**src/rtl/if_fetch_ctrl_if.sv**
```systemverilog
// Instruction-memory request bus between the fetch sequencer
// and the wait-stated instruction memory.
interface if_fetch_ctrl_if;
    logic        imem_req;
    logic [31:0] imem_addr;
    logic        imem_ready;
    logic [31:0] imem_rdata;

    modport master (
        output imem_req,
        output imem_addr,
        input  imem_ready,
        input  imem_rdata
    );

    modport slave (
        input  imem_req,
        input  imem_addr,
        output imem_ready,
        output imem_rdata
    );
endinterface

```
**src/rtl/if_fetch_ctrl.sv**
```systemverilog
// Fetch-stage sequencer: drives the PC, talks to imem and
// buffers fetched words in a 2-entry queue feeding IF/ID.
module if_fetch_ctrl #(
    parameter logic [31:0] RESET_PC = 32'h0000_0000,
    parameter logic [31:0] PC_INC   = 32'd4
) (
    input  logic                  clk,
    input  logic                  rst,
    input  logic                  freeze,
    input  logic                  branch_taken,
    input  logic [31:0]           branch_addr,
    if_fetch_ctrl_if.master       imem,
    output logic                  out_valid,
    output logic [31:0]           out_pc,
    output logic [31:0]           out_instr
);

    typedef enum logic [1:0] {
        FETCH      = 2'd0,
        DROP       = 2'd1,
        WAIT_SPACE = 2'd2
    } state_t;

    state_t      state_q, state_d;
    logic [31:0] pc_q, pc_d;
    logic [31:0] tgt_q, tgt_d;
    logic [1:0]  cnt_q, cnt_d;
    logic [31:0] pc0_q, pc0_d, ins0_q, ins0_d;
    logic [31:0] pc1_q, pc1_d, ins1_q, ins1_d;

    logic        xfer;
    logic        pop;
    logic        push;
    logic [31:0] nxt_pc;

    // A request is live in FETCH and DROP; never during reset.
    assign imem.imem_req  = !rst && (state_q != WAIT_SPACE);
    assign imem.imem_addr = pc_q;

    assign xfer   = imem.imem_req && imem.imem_ready;
    assign pop    = (cnt_q != 2'd0) && !freeze;
    assign push   = (state_q == FETCH) && xfer && !branch_taken;
    assign nxt_pc = pc_q + PC_INC;

    assign out_valid = (cnt_q != 2'd0);
    assign out_pc    = pc0_q;
    assign out_instr = ins0_q;

    // Queue update: a redirect empties the queue outright.
    always_comb begin
        cnt_d  = cnt_q;
        pc0_d  = pc0_q;
        ins0_d = ins0_q;
        pc1_d  = pc1_q;
        ins1_d = ins1_q;
        if (branch_taken) begin
            cnt_d = 2'd0;
        end else if (push && pop) begin
            if (cnt_q == 2'd2) begin
                pc0_d  = pc1_q;
                ins0_d = ins1_q;
                pc1_d  = nxt_pc;
                ins1_d = imem.imem_rdata;
            end else begin
                pc0_d  = nxt_pc;
                ins0_d = imem.imem_rdata;
            end
        end else if (push) begin
            if (cnt_q == 2'd0) begin
                pc0_d  = nxt_pc;
                ins0_d = imem.imem_rdata;
            end else begin
                pc1_d  = nxt_pc;
                ins1_d = imem.imem_rdata;
            end
            cnt_d = cnt_q + 2'd1;
        end else if (pop) begin
            pc0_d  = pc1_q;
            ins0_d = ins1_q;
            cnt_d  = cnt_q - 2'd1;
        end
    end

    // Sequencer next state, PC and pending redirect target.
    always_comb begin
        state_d = state_q;
        pc_d    = pc_q;
        tgt_d   = tgt_q;
        unique case (state_q)
            FETCH: begin
                if (xfer && branch_taken) begin
                    pc_d = branch_addr;
                end else if (branch_taken) begin
                    tgt_d   = branch_addr;
                    state_d = DROP;
                end else if (xfer) begin
                    pc_d = nxt_pc;
                    if (cnt_d == 2'd2) begin
                        state_d = WAIT_SPACE;
                    end
                end
            end
            DROP: begin
                if (xfer) begin
                    pc_d    = branch_taken ? branch_addr : tgt_q;
                    state_d = FETCH;
                end else if (branch_taken) begin
                    tgt_d = branch_addr;
                end
            end
            WAIT_SPACE: begin
                if (branch_taken) begin
                    pc_d    = branch_addr;
                    state_d = FETCH;
                end else if (pop) begin
                    state_d = FETCH;
                end
            end
            default: begin
                state_d = FETCH;
            end
        endcase
    end

    // State, PC and queue registers with synchronous reset.
    always_ff @(posedge clk) begin
        if (rst) begin
            state_q <= FETCH;
            pc_q    <= RESET_PC;
            tgt_q   <= 32'h0;
            cnt_q   <= 2'd0;
            pc0_q   <= 32'h0;
            ins0_q  <= 32'h0;
            pc1_q   <= 32'h0;
            ins1_q  <= 32'h0;
        end else begin
            state_q <= state_d;
            pc_q    <= pc_d;
            tgt_q   <= tgt_d;
            cnt_q   <= cnt_d;
            pc0_q   <= pc0_d;
            ins0_q  <= ins0_d;
            pc1_q   <= pc1_d;
            ins1_q  <= ins1_d;
        end
    end

endmodule

```
**src/flat_wrapper.sv**
```systemverilog
// flat-port wrapper written by rule: the top's interface ports become plain ports
module if_fetch_ctrl_flat 
#(
    parameter logic [31:0] RESET_PC = 32'h0000_0000,
    parameter logic [31:0] PC_INC   = 32'd4
)
  (clk, rst, freeze, branch_taken, branch_addr, out_valid, out_pc, out_instr, imem_imem_req, imem_imem_addr, imem_imem_ready, imem_imem_rdata);
  if_fetch_ctrl_if imem_i ();
  input  logic clk;
  input  logic rst;
  input  logic freeze;
  input  logic branch_taken;
  input  logic [31:0] branch_addr;
  output logic out_valid;
  output logic [31:0] out_pc;
  output logic [31:0] out_instr;
  output wire logic [$bits(imem_i.imem_req)-1:0] imem_imem_req;
  output wire logic [$bits(imem_i.imem_addr)-1:0] imem_imem_addr;
  input wire logic [$bits(imem_i.imem_ready)-1:0] imem_imem_ready;
  input wire logic [$bits(imem_i.imem_rdata)-1:0] imem_imem_rdata;
  assign imem_imem_req = imem_i.imem_req;
  assign imem_imem_addr = imem_i.imem_addr;
  assign imem_i.imem_ready = imem_imem_ready;
  assign imem_i.imem_rdata = imem_imem_rdata;
  if_fetch_ctrl #(.RESET_PC(RESET_PC), .PC_INC(PC_INC)) u_core (.clk(clk), .rst(rst), .freeze(freeze), .branch_taken(branch_taken), .branch_addr(branch_addr), .imem(imem_i), .out_valid(out_valid), .out_pc(out_pc), .out_instr(out_instr));
endmodule
```
**config.mk**
```make
export PLATFORM = sky130hd
export DESIGN_NAME = if_fetch_ctrl_flat
export DESIGN_NICKNAME = d
export VERILOG_FILES = /design/src/rtl/if_fetch_ctrl_if.sv /design/src/rtl/if_fetch_ctrl.sv /design/src/flat_wrapper.sv
export SDC_FILE = /design/constraint.sdc
export NUM_CORES = 1
export LEC_CHECK = 0
export CELL_PAD_IN_SITES_DETAIL_PLACEMENT = 1
export CELL_PAD_IN_SITES_GLOBAL_PLACEMENT = 2
export CORE_MARGIN = 2
export CORE_UTILIZATION = 30
export CTS_CLUSTER_DIAMETER = 50
export CTS_CLUSTER_SIZE = 10
export DETAILED_ROUTE_END_ITERATION = 7
export PLACE_DENSITY = 0.77
export REMOVE_ABC_BUFFERS = 1
export SLEW_MARGIN = 20
export SYNTH_ARGS = -nofsm -noshare
export SYNTH_HDL_FRONTEND = slang
export SYNTH_SLANG_ARGS = --single-unit
```
**constraint.sdc**
```tcl
create_clock -name clk -period 2.4 [get_ports clk]
set_input_delay 0.48 -clock clk [delete_from_list [all_inputs] [get_ports clk]]
set_output_delay 0.48 -clock clk [all_outputs]
set_load 0.05 [all_outputs]
```
After elaboration in Yosys (flattened, before gate mapping)
Index checks and enable logic that the tools add are counted.
{"block": "classes", "add_sub_neg": 3, "eq_ne": 17, "n_mux": 40, "n_bitwise": 1, "reduce_logical": 22}
{"op": "$mux W32", "count": 26}
{"op": "$pmux W32 S3", "count": 1}
{"op": "$pmux W32 S2", "count": 1}
{"op": "$add A32 B3 Y32 const B", "count": 1}
{"op": "$mux W2", "count": 11}
{"op": "$ne A2 B2 Y1 const B", "count": 5}
{"op": "$reduce_and A5 Y1", "count": 2}
{"op": "$ne A3 B2 Y1 const B", "count": 3}
{"op": "$ne A3 B3 Y1 const B", "count": 3}
{"op": "$logic_and A1 B1 Y1", "count": 7}
{"op": "$eq A2 B2 Y1 const B", "count": 3}
{"op": "$pmux W2 S3", "count": 1}
{"op": "$reduce_and A3 Y1", "count": 2}
{"op": "$reduce_bool A2 Y1", "count": 3}
{"op": "$reduce_bool A3 Y1", "count": 2}
{"op": "$logic_not A2 Y1", "count": 2}
{"op": "$ne A2 B1 Y1 const B", "count": 2}
{"op": "$reduce_and A4 Y1", "count": 1}
{"op": "$logic_not A1 Y1", "count": 3}
{"op": "$add A2 B1 Y2 const B", "count": 1}
{"op": "$eq A2 B1 Y1 const B", "count": 1}
{"op": "$sub A2 B1 Y2 const B", "count": 1}
{"op": "$not A1 Y1", "count": 1}
{"block": "word_totals", "reg_bits": 196, "out_inout_bits": 98, "elab_cells": 91}

Longest topological paths before layout
Gate-level depths: netlist of run 1.
{"block": "logic_depth", "word_depth": 14, "depth_mapped": 10, "ltp_nobuf": 7}

Worst setup path before layout of run 1
No wires, ideal clock.
{"block": "synth_path", "path_type": "register to register", "start": "register u_core.pc_q[2], in the netlist u_core.imem.imem_addr[2]", "end": "register u_core.pc_q[30], in the netlist u_core.imem.imem_addr[30]", "setup_time_ps": 95, "arrival_ps": 2159, "path_slack_ps": 145, "stages_incl_launch_ff": 8, "path_buffers": 1, "synth_period_minus_slack_ps": 2255, "path_cell_list": "dfxtp_1 -> ha_1 -> buf_2 -> inv_1 -> nor4_4 -> and4_1 -> o21ai_0 -> a221oi_1"}
{"block": "synth_between", "elab_chain_cells": 5}
{"item": "start: declaration", "line": "if_fetch_ctrl.sv:25", "source": "logic [31:0] pc_q, pc_d;"}
{"item": "start signal: assignment", "line": "if_fetch_ctrl.sv:138", "source": "pc_q <= pc_d;"}
{"item": "$add A32 B3 Y32", "line": "if_fetch_ctrl.sv:43", "source": "assign nxt_pc = pc_q + PC_INC;"}
{"item": "$mux W32", "line": "if_fetch_ctrl.sv:96", "source": "end else if (xfer) begin"}
{"item": "$mux W32", "line": "if_fetch_ctrl.sv:93", "source": "end else if (branch_taken) begin"}
{"item": "$mux W32", "line": "if_fetch_ctrl.sv:91", "source": "if (xfer && branch_taken) begin"}
{"item": "$pmux W32 S3", "line": "if_fetch_ctrl.sv:89", "source": "unique case (state_q)"}
No other way between the ends. The select of a mux whose other input is x is not followed.
A chain may end at the register's enable or synchronous reset.

Worst setup path after layout of run 1
{"block": "layout_path", "start": "register u_core.pc_q[16], in the netlist u_core.imem.imem_addr[16]", "end": "output imem_imem_addr[16]"}
{"item": "end: declaration", "line": "flat_wrapper.sv:18", "source": "output wire logic [$bits(imem_i.imem_addr)-1:0] imem_imem_addr;"}
No word-level cell between the ends.

==> impl_results.md, run 1 <==
- CTS sink count: 196
- Initial antenna violation count: 0
- Hold_ws: 0.299 ns
- Die X: 180 microns
- Post-layout util: 0.422
- Routed len/inst: 19.0 microns
- Final max-slew violation count: 0
- Crit-path max FO: 7
- Synth Area in Adders: 0.00945
- Synth Instances: 1,176
- Hold WC Path Type: in -> reg
- Post-synth EDFFs: 0
- Yosys warns: 0
- Arrival @ worst endpoint: 1.88 ns
- Ratio of cells with drive above 1 in the final layout: 0.148
- Total power: 9610 uW
- Tcrit/Tclk final: 0.981
- Flop-to-flop setup slack: 0.06 ns
- Post-Route WL: 34,200 microns
- Peak supply drop: 0.000467 V
- Count of final setup violators: 0
- Ys flop type: dfxtp_1
- Total global routing overflow: 0
- FP Rows: 64
- Clock skew: 0.0187 ns
- Crit path cell chain: clkdlybuf4s50_1
- Tightest Pin Transition: 0.662 ns
- RD Place Congestion: 0.829
- Vert. Die Dim: 180 microns
- CTS Buf Count: 17
- Tmin final: 2.36 ns
- FF+latch count, synth: 196
- CTS tree: yes
- Max-cap viol count: 0
- Power per Cell Area: 746 nW/um^2
- Hold Fails Final Rpt: 0
- Clock Root Buffer: clkbuf_16
- Worst Setup Start Kind: flop
- Post-synthesis mux area share: 0.00351
- Sequential fraction of the synthesis area: 0.424
- DR pass1 iterations: 5
- Port bufs: 166
- Cell family with most CP delay: buffers and inverters
- XOR/XNOR Fraction of Synth Area: 0.0208
- Reg area: 3930 sq um
- GRT Overall Usage: 0.209
- Slew HR: 0.554
- Detailed Place HPWL: 25,000 microns
- Syn_area_per_cell: 7.88 sq um
- First-pass GRT wire length: 54,300 microns
- I/O pins: 167
- Simple-gate share of the synthesized area: 0.252
- Synth Area in Compound Gates: 0.237
- Vias/cell: 5.21
- Clock Tree Buf Depth: 2
- Drt initial violations: 402
- Vias in the first global route: 9,581
- H-tree depth: 4
- CP peak stage delay: 0.89 ns
- Die area: 32,300 sq um
- Worst-path clk slew: 0.08 ns
- Leakage power: 0.00440 uW
- Post-synth cell types: 74
- Area delta synth->final: 39.0%
- Area of the multi-input gates: 4920 sq um
- Post-CTS Hold Fix Bufs: 0
- # diodes: 0
- Pin count of the biggest net entering global routing: 113
- Async SR Flop Fraction: 0
- Final nets: 1,469
- Skew-Pair Late Insertion Delay: 0.44 ns
- Status: finished, final reports clean
- Routed via count: 9,386
- Core area: 30,500 sq um
- Synth Cell Area: 9260 sq um
- Starting Density: 0.304
- Post-route ant nets: 0
- F_max: 425 MHz
- Type of destination of the critical path: output port
- Crit path kind: reg -> out
- Crit path max-delay cell type: clkdlybuf4s50_1
- Main combinational cell family by area after synthesis: simple AND/OR/NAND/NOR gates
- DRC viols: 0
- Buf/Inv on CP: 1
- Required time of the critical path: 1.92 ns
- Fill cell count: 3,651
==> metrics by stage <==
step	setup WS [ns]	instance area (sq um)	instances	TNS, ns
detailed placement	-0.232	12200	1767	-20.51
global route	-0.00695	12900	1802	-0.0109
finish	0.0444	12900	1802	0
CTS	0.0315	12800	1799	0
global placement	-0.205	12200	1767	-14.63
floorplan	-1.59	8840	1078	-169.28
==> sequential cells by signal (all words and copies together), names as in the netlist <==
| name | flops |
|---|---|
| u_core.ins1_q | 32 |
| u_core.cnt_q | 2 |
| u_core.pc1_q | 32 |
| u_core.tgt_q | 32 |
| u_core.out_pc | 32 |
| u_core.state_q | 2 |
| u_core.out_instr | 32 |
| u_core.imem.imem_addr | 32 |
==> worst paths after layout <==
path,from,to,cells past startpoint
worst min register to register,u_core.ins1_q[1]$_SDFFE_PP0P_,u_core.ins1_q[1]$_SDFFE_PP0P_,2
worst max register to register,u_core.imem.imem_addr[8]$_SDFFE_PP0P_,u_core.imem.imem_addr[17]$_SDFFE_PP0P_,6
worst max-delay path,u_core.imem.imem_addr[16]$_SDFFE_PP0P_,imem_imem_addr[16],1
worst min-delay path,rst,u_core.tgt_q[28]$_SDFFE_PP0P_,2
==> power by group <==
| group | internal [uW] | switching, uW | total (uW) |
|---|---|---|---|
| logic | 1140 | 1820 | 2960 |
| clock network | 1420 | 1540 | 2960 |
| registers | 3470 | 212 | 3690 |
| total | 6030 | 3570 | 9610 |
==> cell usage in the layout (no fill, tap or decap), types with 22 or more instances in the layout <==
master | netlist | layout
a221oi_1 | 22 | 22
nand3_1 | 26 | 26
nor3_1 | 43 | 43
clkdlybuf4s50_1 | 0 | 162
nor2_1 | 124 | 121
a311oi_1 | 45 | 45
a21oi_1 | 104 | 104
dfxtp_1 | 196 | 193
nand2_1 | 255 | 254
o21ai_0 | 33 | 33
a211oi_1 | 26 | 26
buf_4 | 2 | 113
==> per-layer routing <==
layer / vias up / wire length [microns] / track usage
li1: 4630 / - / -
met1: 4516 / 16300 / 0.287
met2: 202 / 16000 / 0.340
met3: 38 / 1120 / 0.0298
met4: 0 / 704 / 0.0598
met5: - / 0 / 0
==> Yosys cell counts (7+ instances only) <==
cell type,count,share of area
a21oi_1,104,0.056
a211oi_1,26,0.021
buf_2,37,0.020
nand2_1,255,0.10
nand3_1,26,0.014
nor3_1,43,0.023
a311oi_1,45,0.043
a31oi_1,8,0.0054
ha_1,7,0.0095
a22oi_1,10,0.0081
o21ai_0,33,0.018
clkbuf_1,58,0.024
dfxtp_1,196,0.42
nor2_1,124,0.050
inv_1,19,0.0077
nor2b_1,7,0.0047
o22ai_1,12,0.0081
xnor2_1,16,0.015
a221oi_1,22,0.021
==> logic make-up after synthesis <==
logic type               count (synthesis)
AND/OR/NAND/NOR                        513
AO/OA/AOI/OAI                          318
flip-flops                             196
buffers and inverters                  117
XOR/XNOR                                22
adder cells (fa/ha/maj)                  7
multiplexers                             3
==> timing repair <==
item	in CTS	in global routing
endpoints found under the setup margin	12	83
cloned	0	0
gates resized for setup	2	17
setup buffers	0	3
pin swaps	0	2
==> final cells by class <==
type | instances | share of cell area
clock buffer | 17 | 0.0330
clock inverter | 15 | 0.0137
inverter | 19 | 0.00583
multi-input combinational | 863 | 0.382
sequential | 196 | 0.305
tap | 396 | 0.0385
timing repair buffer | 296 | 0.222
Note: power is estimated with default switching activity, not from simulation.
==> inputs of run 2 (changes only) <==
--- a/config.mk
+++ b/config.mk
@@ -12,6 +12,7 @@
 export CTS_CLUSTER_DIAMETER = 50
 export CTS_CLUSTER_SIZE = 10
 export DETAILED_ROUTE_END_ITERATION = 7
+export GPL_ROUTABILITY_DRIVEN = 1
 export PLACE_DENSITY = 0.77
 export REMOVE_ABC_BUFFERS = 1
 export SLEW_MARGIN = 20
==> results of run 2 <==
Final layout, timing and power as in run 1 (identical DEF).
==> inputs of run 3 (changes only) <==
--- a/config.mk
+++ b/config.mk
@@ -6,14 +6,13 @@
 export NUM_CORES = 1
 export LEC_CHECK = 0
 export CELL_PAD_IN_SITES_DETAIL_PLACEMENT = 1
-export CELL_PAD_IN_SITES_GLOBAL_PLACEMENT = 2
+export CELL_PAD_IN_SITES_GLOBAL_PLACEMENT = 1
 export CORE_MARGIN = 2
-export CORE_UTILIZATION = 30
+export CORE_UTILIZATION = 39
 export CTS_CLUSTER_DIAMETER = 50
-export CTS_CLUSTER_SIZE = 10
 export DETAILED_ROUTE_END_ITERATION = 7
 export GPL_ROUTABILITY_DRIVEN = 1
-export PLACE_DENSITY = 0.77
+export PLACE_DENSITY = 0.79
 export REMOVE_ABC_BUFFERS = 1
 export SLEW_MARGIN = 20
 export SYNTH_ARGS = -nofsm -noshare
==> run 3 against run 2 <==
Against the previous run: hold slack gained 0.16 ns; fmax is essentially flat; setup slack gained 0.00091 ns; global-route usage grew 5.8 points; clock skew shrank 0.0012 ns; sequential power is essentially flat; non-clock buffer count shrank 22; critical endpoint is now imem_imem_addr[6]; largest cell class unchanged; largest power group unchanged.
==> impl_results.md, run 3 (same netlist as run 1, synthesis figures left out) <==
- Post-Route WL: 33,400 microns (-2.3%)
- Final nets: 1,447 (-1.5%)
- Peak supply drop: 0.000402 V (-14%)
- Power per Cell Area: 754 nW/um^2 (+1.1%)
- DR pass1 iterations: 5 (unchanged)
- I/O pins: 167 (unchanged)
- Area delta synth->final: 36.5%
- Count of final setup violators: 0 (unchanged)
- Tightest Pin Transition: 0.700 ns (+0.0376 ns)
- Detailed Place HPWL: 23,900 microns (-4.6%)
- RSZ-0062 raised after global routing: yes
- Worst Setup Start Kind: flop
- H-tree depth: 4 (unchanged)
- Worst-path clk slew: 0.08 ns (about the same)
- Clock Tree Buf Depth: 2 (unchanged)
- FP Rows: 56 (-13%)
- Hold Fails Final Rpt: 0 (unchanged)
- Total global routing overflow: 0 (unchanged)
- Crit path cell chain: clkdlybuf4s50_1
- Endpoint, Worst Hold: u_core.tgt_q[17]$_SDFFE_PP0P_
- RD Place Congestion: 0.874 (+5.4%)
- Routed len/inst: 19.6 microns (+3.3%)
- Die area: 25,000 sq um (-23%)
- RR Startpoint: u_core.state_q[0]$_SDFFE_PP0P_
- Final setup margin: 0.0453 ns (+0.000912 ns)
- F_max: 425 MHz (about the same)
- Crit-path max FO: 6 (-1)
- Tmin final: 2.35 ns (-0.000912 ns)
- Post-layout util: 0.540 (+0.118)
- # diodes: 0 (unchanged)
- Vert. Die Dim: 158 microns (-12%)
- Hold_ws: 0.457 ns (+0.158 ns)
- Slew HR: 0.533 (-0.0210)
- Flop-to-flop setup slack: 0.09 ns (+0.03 ns)
- Post-CTS Hold Fix Bufs: 0 (unchanged)
- Skew-Pair Late Insertion Delay: 0.45 ns (about the same)
- Fin Setup TNS: 0 ns (unchanged)
- Buf/Inv on CP: 1 (unchanged)
- Final max-slew violation count: 0 (unchanged)
- Initial antenna violation count: 2 (+2)
- CTS tree: yes
- Core area: 23,400 sq um (-23%)
- Cells on worst reg2reg path: 9 (+3)
- Terminus of the critical flop-to-flop path: u_core.imem.imem_addr[30]$_SDFFE_PP0P_
- Clock skew: 0.0176 ns (-0.00115 ns)
- Pre-CTS setup slack: -0.193 ns (+0.0392 ns)
- Hold depth: 2 (unchanged)
- Arrival @ worst endpoint: 1.87 ns (about the same)
- Drt initial violations: 584 (+45%)
- Starting Density: 0.396 (+0.0922)
- Max-cap viol count: 0 (unchanged)
- Type of destination of the critical path: output port
- Vias in the first global route: 9,794 (+2.2%)
- Most common cell after layout, fill and taps aside: nand2_1
- Tcrit/Tclk final: 0.981 (about the same)
- Die X: 158 microns (-12%)
- Crit path kind: reg -> out
- Port bufs: 166 (unchanged)
- CTS sink count: 196 (unchanged)
- Ratio of cells with drive above 1 in the final layout: 0.129 (-0.0193)
- Status: finished, final reports clean
- Total power: 9530 uW (-0.80%)
- CP peak stage delay: 0.88 ns (about the same)
- DRC viols: 0 (unchanged)
- GRT Overall Usage: 0.267 (+0.0581)
- Routed via count: 9,650 (+2.8%)
- Post-route ant nets: 0 (unchanged)
- Most frequent cells in the layout: nand2_1 (254), dfxtp_1 (196), clkdlybuf4s50_1 (162), nor2_1 (121), a21oi_1 (104)
- Worst hold start: u_core.tgt_q[17]$_SDFFE_PP0P_
- Crit path max-delay cell type: clkdlybuf4s50_1
- Required time of the critical path: 1.92 ns (about the same)
- First-pass GRT wire length: 52,300 microns (-3.6%)
- Clock Root Buffer: clkbuf_16
- Cell family with most CP delay: buffers and inverters
- Vias/cell: 5.67 (+8.8%)
- Hold WC Path Type: reg -> reg
- Pin count of the biggest net entering global routing: 88 (-22%)
- CTS Buf Count: 17 (unchanged)
- Fill cell count: 2,802 (-23%)
- Leakage power: 0.00431 uW (-1.9%)
run 3: cell count changes in the layout (fill, tap and decap cells not counted), moves of 2 or more:
cell and change:
inv_1 +2, clkinv_4 +4, dfxtp_2 -2, buf_4 -28
dfxtp_1 +3, buf_12 +4, ha_4 -2, clkinv_8 -4
run 3: worst max path at each step:
stage	startpoint	endpoint	slack, ns	depth (start not counted)
floorplan	u_core.state_q[0]$_SDFFE_PP0P_	u_core.out_pc[21]$_SDFFE_PP0P_	-1.59	7
global placement	branch_taken	u_core.imem.imem_addr[21]$_SDFFE_PP0P_	-0.07	9
detailed placement	branch_taken	u_core.imem.imem_addr[31]$_SDFFE_PP0P_	-0.19	7
CTS	u_core.imem.imem_addr[4]$_SDFFE_PP0P_	imem_imem_addr[4]	0.02	1
global route	u_core.state_q[0]$_SDFFE_PP0P_	u_core.imem.imem_addr[30]$_SDFFE_PP0P_	-0.02	9
finish	u_core.imem.imem_addr[6]$_SDFFE_PP0P_	imem_imem_addr[6]	0.05	1
run 3: per-layer routing:
metal  wire (microns)  global-route usage
met2            16000               0.460
met1            14400               0.333
met5               12                   0
met3             1750              0.0397
met4             1140               0.111
run 3: stage by stage:
stage | std cells | instance area, sq um
finish | 1703 | 12600
global route | 1703 | 12600
CTS | 1701 | 12600
detailed placement | 1669 | 12000
global placement | 1669 | 12000
floorplan | 1078 | 8840
run 3: timing repair:
| action | in CTS | in global routing |
|---|---|---|
| resized for setup | 0 | 10 |
| buffers inserted | 0 | 1 |
| setup endpoints to repair | 0 | 69 |
run 3: cell type report:
| cell class | instances | area, sq um | share of cell area |
|---|---|---|---|
| multi-input cells | 863 | 4890 | 0.387 |
| flip-flops and latches | 196 | 3920 | 0.310 |
| repair buffers | 274 | 2770 | 0.219 |
| clock buffers | 18 | 429 | 0.0339 |
| well taps | 319 | 399 | 0.0316 |
| clock inverters | 14 | 163 | 0.0129 |
| inverters | 19 | 71.3 | 0.00564 |
run 3: power by group:
group          internal (uW)  switching [uW]
registers               3470             239
clock network           1490            1440
logic                   1110            1780
total                   6070            3460
